$ cat src/rtl/relobi_xbar_map_cfg.sv
// relobi_xbar_map_cfg
// Configuration and scrubbing stage that feeds the reliable OBI crossbar.
// Keeps MapWidth redundant copies of the address map and the default-routing
// settings. A word-addressed register port writes all copies at once and
// reads back the voted value. A background scrubber walks every entry,
// repairs a single corrupted copy, and reports faults.
//
// Entry layout, E = 3*NumAddrRules + 1 + NumSbrPorts words:
//   3k   : rule k start_addr      3k+1 : rule k end_addr      3k+2 : rule k idx
//   3N   : en_default bits        3N+1+i : default_idx of subordinate port i
// Each word holds exactly one field, so comparing whole words compares
// fields.
//
// Rule packing on addr_map_o and in DefaultMap: {idx, start_addr, end_addr},
// with end_addr in the LSBs.
//
// Ports
//   clk_i, rst_ni            clock; synchronous active-low reset
//   cfg_req_i/we_i/addr_i/wdata_i   register access request (always granted)
//   cfg_gnt_o                grant, equal to cfg_req_i
//   cfg_rvalid_o/rdata_o/err_o      response, one cycle after grant
//   scrub_now_i              start a scrub pass now (ignored while busy)
//   scrub_busy_o             scrub pass in progress
//   addr_map_o, en_default_idx_o, default_idx_o   per-copy map to crossbar
//   fault_o                  bit0 corrected mismatch, bit1 uncorrectable
module relobi_xbar_map_cfg #(
    parameter int NumSbrPorts   = 1,
    parameter int NumMgrPorts   = 2,
    parameter int NumAddrRules  = 1,
    parameter int AddrWidth     = 32,
    parameter int MapWidth      = 3,
    parameter int ScrubInterval = 1024,
    parameter int IdxW          = $clog2(NumMgrPorts),
    parameter int RuleW         = IdxW + 2 * AddrWidth,
    parameter logic [NumAddrRules-1:0][RuleW-1:0] DefaultMap = '0
) (
    input  logic                                           clk_i,
    input  logic                                           rst_ni,
    input  logic                                           cfg_req_i,
    input  logic                                           cfg_we_i,
    input  logic [15:0]                                    cfg_addr_i,
    input  logic [31:0]                                    cfg_wdata_i,
    output logic                                           cfg_gnt_o,
    output logic                                           cfg_rvalid_o,
    output logic [31:0]                                    cfg_rdata_o,
    output logic                                           cfg_err_o,
    input  logic                                           scrub_now_i,
    output logic                                           scrub_busy_o,
    output logic [MapWidth-1:0][NumAddrRules-1:0][RuleW-1:0] addr_map_o,
    output logic [MapWidth-1:0][NumSbrPorts-1:0]           en_default_idx_o,
    output logic [MapWidth-1:0][NumSbrPorts-1:0][IdxW-1:0] default_idx_o,
    output logic [1:0]                                     fault_o
);

    localparam int E    = 3 * NumAddrRules + 1 + NumSbrPorts;
    localparam int EnW  = 3 * NumAddrRules;
    localparam int PtrW = $clog2(E);
    localparam int CntW = (ScrubInterval > 1) ? $clog2(ScrubInterval) : 1;

    // Width of the field held in word w, as a right-aligned mask.
    function automatic logic [31:0] fmask(input int w);
        int fw;
        if (w < EnW)       fw = ((w % 3) == 2) ? IdxW : AddrWidth;
        else if (w == EnW) fw = NumSbrPorts;
        else               fw = IdxW;
        return (fw >= 32) ? 32'hFFFF_FFFF : ((32'd1 << fw) - 32'd1);
    endfunction

    // Words holding a manager index must stay below NumMgrPorts.
    function automatic logic is_idx(input int w);
        if (w < EnW) return ((w % 3) == 2);
        return (w > EnW) && (w < E);
    endfunction

    typedef enum logic {ST_IDLE, ST_SCRUB} state_e;

    state_e                           r_state, w_state_nxt;
    logic [CntW-1:0]                  r_cnt, w_cnt_nxt;
    logic [PtrW-1:0]                  r_ptr, w_ptr_nxt;
    logic [MapWidth-1:0][E-1:0][31:0] r_ent, w_ent_nxt, w_ent_rst;
    logic [1:0]                       r_fault;
    logic                             r_rvalid, r_err;
    logic [31:0]                      r_rdata;

    logic [PtrW-1:0] w_aidx;
    logic            w_addr_ok, w_wbad, w_wr, w_collide, w_scrub_act, w_fix, w_unc, w_tick;
    logic [31:0]     w_wdat, w_rd_vote, w_sc_vote;
    logic            w_sc_corr, w_sc_unc;

    // ---------------- register port decode ----------------
    assign w_aidx    = cfg_addr_i[PtrW-1:0];
    assign w_addr_ok = (cfg_addr_i < 16'(E));
    // Index fields are range-checked on the full written word so that an
    // out-of-range index is rejected rather than silently wrapped.
    assign w_wbad    = is_idx(int'(w_aidx)) && (cfg_wdata_i >= 32'(NumMgrPorts));
    assign w_wr      = cfg_req_i && cfg_we_i && w_addr_ok && !w_wbad;
    assign w_wdat    = cfg_wdata_i & fmask(int'(w_aidx));
    assign cfg_gnt_o = cfg_req_i;

    // ---------------- voting ----------------
    if (MapWidth == 3) begin : g_tmr
        logic [31:0] w_ra, w_rb, w_rc, w_sa, w_sb, w_sc;
        logic        w_ab, w_ac, w_bc;
        assign w_ra = r_ent[0][w_aidx];
        assign w_rb = r_ent[1][w_aidx];
        assign w_rc = r_ent[2][w_aidx];
        assign w_sa = r_ent[0][r_ptr];
        assign w_sb = r_ent[1][r_ptr];
        assign w_sc = r_ent[2][r_ptr];
        assign w_ab = (w_sa == w_sb);
        assign w_ac = (w_sa == w_sc);
        assign w_bc = (w_sb == w_sc);
        assign w_rd_vote = (w_ra & w_rb) | (w_ra & w_rc) | (w_rb & w_rc);
        // With one field per word, two equal copies make the bitwise vote
        // equal to that pair, so the same vote serves as the repair value.
        assign w_sc_vote = (w_sa & w_sb) | (w_sa & w_sc) | (w_sb & w_sc);
        assign w_sc_corr = (w_ab || w_ac || w_bc) && !(w_ab && w_bc);
        assign w_sc_unc  = !(w_ab || w_ac || w_bc);
    end else begin : g_smp
        assign w_rd_vote = r_ent[0][w_aidx];
        assign w_sc_vote = r_ent[0][r_ptr];
        assign w_sc_corr = 1'b0;
        assign w_sc_unc  = 1'b0;
    end

    // ---------------- scrubber control ----------------
    assign w_scrub_act = (r_state == ST_SCRUB);
    // A same-cycle cfg write to the scrubbed entry overwrites every copy, so
    // the entry is treated as clean.
    assign w_collide   = w_wr && (w_aidx == r_ptr);
    assign w_fix       = w_scrub_act && w_sc_corr && !w_collide;
    assign w_unc       = w_scrub_act && w_sc_unc && !w_collide;
    assign w_tick      = (ScrubInterval != 0) && (r_cnt == CntW'(ScrubInterval - 1));

    always_comb begin
        w_state_nxt = r_state;
        w_cnt_nxt   = r_cnt;
        w_ptr_nxt   = r_ptr;
        unique case (r_state)
            ST_IDLE: begin
                w_cnt_nxt = r_cnt + 1'b1;
                if ((MapWidth == 3) && (scrub_now_i || w_tick)) begin
                    w_cnt_nxt   = '0;
                    w_ptr_nxt   = '0;
                    w_state_nxt = ST_SCRUB;
                end
            end
            ST_SCRUB: begin
                if (r_ptr == PtrW'(E - 1)) w_state_nxt = ST_IDLE;
                else                       w_ptr_nxt   = r_ptr + 1'b1;
            end
            default: w_state_nxt = ST_IDLE;
        endcase
    end

    always_ff @(posedge clk_i) begin
        if (!rst_ni) begin
            r_state <= ST_IDLE;
            r_cnt   <= '0;
            r_ptr   <= '0;
        end else begin
            r_state <= w_state_nxt;
            r_cnt   <= w_cnt_nxt;
            r_ptr   <= w_ptr_nxt;
        end
    end

    // ---------------- storage ----------------
    always_comb begin
        w_ent_rst = '0;
        for (int c = 0; c < MapWidth; c++) begin
            for (int k = 0; k < NumAddrRules; k++) begin
                w_ent_rst[c][3*k]   = 32'(DefaultMap[k][2*AddrWidth-1:AddrWidth]);
                w_ent_rst[c][3*k+1] = 32'(DefaultMap[k][AddrWidth-1:0]);
                w_ent_rst[c][3*k+2] = 32'(DefaultMap[k][RuleW-1:2*AddrWidth]);
            end
        end
    end

    // Cfg write is applied after the scrub repair so it wins on collision.
    always_comb begin
        w_ent_nxt = r_ent;
        if (w_fix) begin
            for (int c = 0; c < MapWidth; c++) w_ent_nxt[c][r_ptr] = w_sc_vote;
        end
        if (w_wr) begin
            for (int c = 0; c < MapWidth; c++) w_ent_nxt[c][w_aidx] = w_wdat;
        end
    end

    always_ff @(posedge clk_i) begin
        if (!rst_ni) begin
            r_ent    <= w_ent_rst;
            r_fault  <= '0;
            r_rvalid <= 1'b0;
            r_err    <= 1'b0;
            r_rdata  <= '0;
        end else begin
            r_ent    <= w_ent_nxt;
            r_fault  <= {w_unc, w_fix};
            r_rvalid <= cfg_req_i;
            r_err    <= cfg_req_i && (!w_addr_ok || (cfg_we_i && w_wbad));
            r_rdata  <= (cfg_req_i && !cfg_we_i && w_addr_ok) ? w_rd_vote : 32'd0;
        end
    end

    // ---------------- outputs ----------------
    for (genvar c = 0; c < MapWidth; c++) begin : g_out
        for (genvar k = 0; k < NumAddrRules; k++) begin : g_rule
            assign addr_map_o[c][k] = {r_ent[c][3*k+2][IdxW-1:0],
                                       r_ent[c][3*k][AddrWidth-1:0],
                                       r_ent[c][3*k+1][AddrWidth-1:0]};
        end
        assign en_default_idx_o[c] = r_ent[c][EnW][NumSbrPorts-1:0];
        for (genvar i = 0; i < NumSbrPorts; i++) begin : g_def
            assign default_idx_o[c][i] = r_ent[c][EnW+1+i][IdxW-1:0];
        end
    end

    assign scrub_busy_o = w_scrub_act;
    assign fault_o      = r_fault;
    assign cfg_rvalid_o = r_rvalid;
    assign cfg_err_o    = r_err;
    assign cfg_rdata_o  = r_rdata;

endmodule

$ cat config.mk
export PLATFORM = sky130hd
export DESIGN_NAME = relobi_xbar_map_cfg
export DESIGN_NICKNAME = d
export VERILOG_FILES = /design/src/rtl/relobi_xbar_map_cfg.sv
export SDC_FILE = /design/constraint.sdc
export NUM_CORES = 1
export LEC_CHECK = 0
export BUFFER_PORTS_ARGS = -buffer_cell sky130_fd_sc_hd__buf_2
export CORE_ASPECT_RATIO = 1.4
export CORE_MARGIN = 2
export CORE_UTILIZATION = 45
export DETAILED_ROUTE_END_ITERATION = 12
export HOLD_SLACK_MARGIN = 0.05
export PLACE_DENSITY = 0.66
export SLEW_MARGIN = 30
export SYNTH_ARGS = -nofsm -noshare
export SYNTH_HDL_FRONTEND = slang
export SYNTH_SLANG_ARGS = --single-unit
$ cat constraint.sdc
create_clock -name clk_i -period 5.9 [get_ports clk_i]
set_input_delay 0.59 -clock clk_i [delete_from_list [all_inputs] [get_ports clk_i]]
set_output_delay 0.59 -clock clk_i [all_outputs]
set_load 0.02 [all_outputs]
**Word level (Yosys, flattened, before mapping)**

Cells that the tools add are included.

- Register bits after elaboration: 530
- Output and inout bits: 239
- Input port bits: 53
- Logic and storage cells: 125

- Shift operators: 1
- Reductions and logical operators: 30
- Bitwise logic cells: 12
- Div/mod/pow operators: 1
- $add $sub $neg: 3
- $lt $le $gt $ge: 10
- Eq/ne operators: 9
- Muxes and demuxes: 37

Operator list:

| operator | number |
|---|---|
| bitwise mux 160 bit | 6 |
| 2-to-1 mux 480 bit | 2 |
| binary-select mux 32 bit (select 3 bit) | 6 |
| 2-to-1 mux 32 bit | 9 |
| bitwise AND 32 bit | 7 |
| demux 32 bit (select 3 bit) | 2 |
| bitwise OR 32 bit | 4 |
| equality test 32 bit | 3 |
| equality test 32 x 3 -> 1 bit, second input constant | 1 |
| greater-or-equal comparator 32 x 2 -> 1 bit, second input constant | 1 |
| greater-or-equal comparator 32 x 7 -> 1 bit, second input constant | 1 |
| remainder unit 4 x 3 -> 32 bit, second input constant | 1 |
| << shifter 1 x 32 -> 32 bit, first input constant | 1 |
| subtractor 32 x 1 -> 32 bit, second input constant | 1 |
| logical AND 1 bit | 18 |
| < comparator 16 x 3 -> 1 bit, second input constant | 1 |
| 2-to-1 mux 6 bit | 2 |
| adder 10 x 1 -> 10 bit, second input constant | 1 |
| equality test 10 bit, second input constant | 1 |
| 2-to-1 mux 10 bit | 1 |
| < comparator 3 x 4 -> 1 bit, second input constant | 2 |
| greater-or-equal comparator 3 x 1 -> 1 bit, second input constant | 2 |
| logical NOT 1 bit | 6 |
| 2-to-1 mux 3 bit | 2 |
| other kinds (13) | 22 |

**Longest topological paths before layout**

- Word-level depth: 13
- Mapped depth: 18

**Least setup slack after synthesis**

OpenSTA, ideal clock, no wires.

- Kind: register to register
- Start point: register r_ptr[0]
- End point: register r_ent[131] in the netlist's numbering
- Period minus slack after synthesis: 4776 ps
- Stages on the path, launching flop included: 16
- Setup slack: 1124 ps
- Arrival time: 4646 ps
- Setup time: 130 ps
- Path through: dfxtp_1 -> buf_2 -> buf_1 -> buf_1 -> mux4_2 -> inv_1 -> o21ai_0 -> ha_1 -> nor4_1 -> nand4_1 -> or2_1 -> and3_1 -> buf_2 -> or4b_4 -> or4_1 -> nor3b_1

- Cells in the longest elaborated chain, start to end: 11

Ends and longest elaborated chain:

| what | RTL line | text |
|---|---|---|
| start: declaration | 79 | `logic [PtrW-1:0] r_ptr, w_ptr_nxt;` |
| start signal: assignment | 164 | `r_ptr <= w_ptr_nxt;` |
| binary-select mux 32 bit (select 3 bit), on equally long branches | 107, 108, 109 |  |
| 2-to-1 mux 32 bit, on equally long branches | 107, 108, 109 |  |
| equality test 32 bit, on equally long branches | 110, 111, 112 |  |
| logical OR 1 bit / logical AND 1 bit (equally long branches) | 117 | `assign w_sc_corr = (w_ab \|\| w_ac \|\| w_bc) && !(w_ab && w_bc);` |
| logical OR 1 bit / logical NOT 1 bit (equally long branches) | 117 |  |
| logical AND 1 bit | 117 |  |
| logical AND 1 bit (2 in a row) | 131 | `assign w_fix = w_scrub_act && w_sc_corr && !w_collide;` |
| 2-to-1 mux 480 bit (*) | 183 | `if (w_fix) begin` |
| bitwise mux 160 bit | 187 | `for (int c = 0; c < MapWidth; c++) w_ent_nxt[c][w_aidx] = w_wdat;` |
| 2-to-1 mux 480 bit (*) | 186 | `if (w_wr) begin` |
| end signal: assignment | 193 | `r_ent <= w_ent_rst;` |
| end signal: assignment | 199 | `r_ent <= w_ent_nxt;` |
| end: declaration | 80 | `logic [MapWidth-1:0][E-1:0][31:0] r_ent, w_ent_nxt, w_ent_rst;` |

Every way passes the cells marked *; elsewhere a longest branch is shown, timed or not. The select of a mux whose other input is x is not followed.
A chain may end at the register's enable or synchronous reset.

**Worst setup path after layout**

Ends and elaborated chain as after synthesis.

==> results.json <==
{
  "crit_family": "simple AND/OR/NAND/NOR gates",
  "grt_overflow": 0,
  "p_leak_nw": 12.4,
  "setup_ws_ps": 297,
  "seq_power_share_pct": 40.8,
  "crit_arrival_ps": 6080,
  "postCtsSetupBuffers": 0,
  "slowest_stage": "or4b_4",
  "vias": 24000,
  "clock.fmax_ghz": 0.178,
  "synth_edf_count": 0,
  "hold_viol": 0,
  "ys_async_sr_fraction_pct": 0,
  "yosysSeqAreaShare_pct": 38.2,
  "p_int_mw": 6.65,
  "root_buffer": "clkbuf_16",
  "fin_crit_ps": 5600,
  "die_x_um": 214,
  "viasPerCell": 6.38,
  "relSlewSlack_pct": 26.9,
  "avgRoutedWirePerCell_um": 26.9,
  "synth_area_leader_cell": "dfxtp_1",
  "die-area_um2": 63800,
  "critPathMaxFanout": 52,
  "grt_max_degree": 103,
  "worst_pin_slew_ps": 1100,
  "postRouteAntennaNets": 0,
  "power.total_mw": 9.84,
  "endpoint_kind": "flip-flop",
  "ys.flop_type": "dfxtp_1",
  "cp_num_buf_inv": 1,
  "hpwl_mm": 70.6,
  "cts_made_buffers": 52,
  "cap_violations": 0,
  "die_h_um": 298,
  "cts_tree": "yes",
  "gp_congestion": 0.941,
  "setup_viol": 0,
  "hold_path_class": "input pin to flip-flop",
  "p_sw_mw": 3.19,
  "synth_fp_nets": 3053,
  "report.final.slew_viol_count": 0,
  "numClockSinks": 530,
  "track_usage_pct": 30.8,
  "wirelength_mm": 101,
  "core_area_um2": 61000,
  "synth_area_leaders": "dfxtp_1, mux4_2, buf_4",
  "yosys.cell_types.count": 68,
  "power_density_nw_per_um2": 322,
  "crit_path_start_kind": "flip-flop",
  "grt_pass1_vias": 23900,
  "start_util_pct": 45.6,
  "ys_warn_count": 0,
  "netlist_area_um2": 27800,
  "io_pins": 292,
  "portBuffers": 291,
  "drt_pass1_iterations": 6,
  "grt_pass1_wl_mm": 149,
  "avgSynthCellArea_um2": 9.59,
  "h-tree-depth": 2,
  "pwr-share-clk_pct": 36.7,
  "rows": 107,
  "ir_drop_mv": 0.243,
  "synthCells": 2899,
  "power_switching_share_pct": 32.4,
  "slowest_delay_ps": 890,
  "fin_setup_tns_ps": 0,
  "netlist_top_cells_count": "dfxtp_1, nor2_1, nand2_1",
  "clkTransAtPathRegs_ps": 70,
  "fin_skew_ps": 23.0,
  "finalCritPeriodShare_pct": 95.0,
  "drive_gt1_share_pct": 22.2,
  "fillers": 5674,
  "drc_errors": 0,
  "post-synth-top-area-fraction_pct": 38.2,
  "synth_seq_cells": 530,
  "clockBufferDepth": 3,
  "holdBufCountCts": 0,
  "syn_to_final_growth_pct": 9.84,
  "pwr-share-comb_pct": 22.5,
  "drt-initial-drc-count": 2451,
  "status": "complete, no violations",
  "critical_path_class": "flip-flop to flip-flop",
  "rsz0062_at_grt": "false",
  "clk_latency_ps": 630,
  "grt_antenna_before_repair": 1,
  "required_ps": 6380,
  "dp_slack_ps": 229,
  "cp_cell_sequence": "nor2_1 > and2_4 > buf_12 > nand2_1 > o21ai_0 > ha_1 > nor4_1 > nand4_1 > or2_2 > and3_1 > or4b_4 > or4_1 > nor3b_1",
  "layout.nets": 3058,
  "whs_ps": 262,
  "yosysMostFrequentCell": "dfxtp_1"
}
-- worst min-delay path, delay by kind of cell --
kind,cells,cell delay (ps)
AO/OA/AOI/OAI,1,70
buffers and inverters,1,120
AND/OR/NAND/NOR,1,80
-- path summary, 6_finish.rpt --
path | start | end | slack, ps | cells past startpoint
setup / recovery | r_ptr[0]$_SDFFE_PN0P_ | r_ent[131]$_SDFF_PN0_ | 300 | 13
hold / removal | cfg_wdata_i[27] | addr_map_o[27]$_SDFF_PN0_ | 260 | 3
setup reg to reg | r_ptr[0]$_SDFFE_PN0P_ | r_ent[131]$_SDFF_PN0_ | 300 | 13
hold reg to reg | r_ent[252]$_SDFF_PN0_ | r_ent[252]$_SDFF_PN0_ | 470 | 1
-- flip-flops by register name, indices dropped and copies added (netlist names) --
register and flops:
r_ent 279, cfg_rdata_o 32, scrub_busy_o 1, r_cnt 10
default_idx_o 3, cfg_err_o 1, en_default_idx_o 3, r_ptr 3
cfg_rvalid_o 1, addr_map_o 195, fault_o 2
-- timing repair --
item                                   CTS  global route
resized for setup                        0             2
setup endpoints to repair                0             8
endpoints found under the hold margin    0             0
-- power by group through the flow --
stage	Clock, mW	Combinational, mW	Sequential, mW
2_1_floorplan	0	1.52	3.97
3_3_place_gp	0	2.12	4.08
3_5_place_dp	0	2.15	4.09
4_1_cts	3.64	2.16	4.01
5_1_grt	3.78	2.34	4.03
6_report	3.61	2.21	4.02
-- logic make-up (layout without fill, tap and decap cells) --
logic type,Yosys count,in the layout,synth area share (%)
simple gates,751,751,12.4
buf+inv,510,554,9.86
mux,204,204,15.4
flops,530,530,38.2
other cells,1,2,0.0135
compound gates,762,762,18.2
fa+ha+maj,128,128,5.52
xor+xnor,13,13,0.409
-- layout by cell type, fill, tap and decap left out, drive strengths merged, types with 12 or more instances in the layout --
master    n
nor2    228
buf     355
nor4     47
o21ai   191
maj3     27
nor3    148
o21a    198
and2     12
inv     108
mux2i    24
nand2   211
ha      101
or3      20
mux4    180
o311a    21
a22oi   117
nand3    28
a21o     33
a211oi   13
dfxtp   530
clkbuf   68
a21oi   119
-- through the flow --
stage	cell area, um^2	cells	util, %
2_1_floorplan	27800	2899	-
3_5_place_dp	28700	3666	47.0
5_1_grt	30500	3760	50.0
3_3_place_gp	28600	3664	46.9
6_report	30500	3761	50.0
4_1_cts	30500	3759	49.9
-- layout make-up --
| type | count | area, um^2 | area share, % |
|---|---|---|---|
| multi-input combinational | 1859 | 14600 | 47.7 |
| sequential | 530 | 10600 | 34.8 |
| timing repair buffer | 355 | 2100 | 6.88 |
| clock buffer | 68 | 1430 | 4.69 |
| tap | 817 | 1020 | 3.35 |
| inverter | 106 | 398 | 1.30 |
| clock inverter | 25 | 390 | 1.28 |
| antenna | 1 | 2.50 | 0.00819 |
-- metal layers --
metal  share of wire, %  track usage, %  up-vias
li1                   -               -    10500
met1                 36            36.0    11700
met2                 46            49.7     1442
met3                9.4            6.76      420
met4                8.3            22.5        0
met5                  0               0        -
No activity file was read; power rests on OpenSTA's default activity.
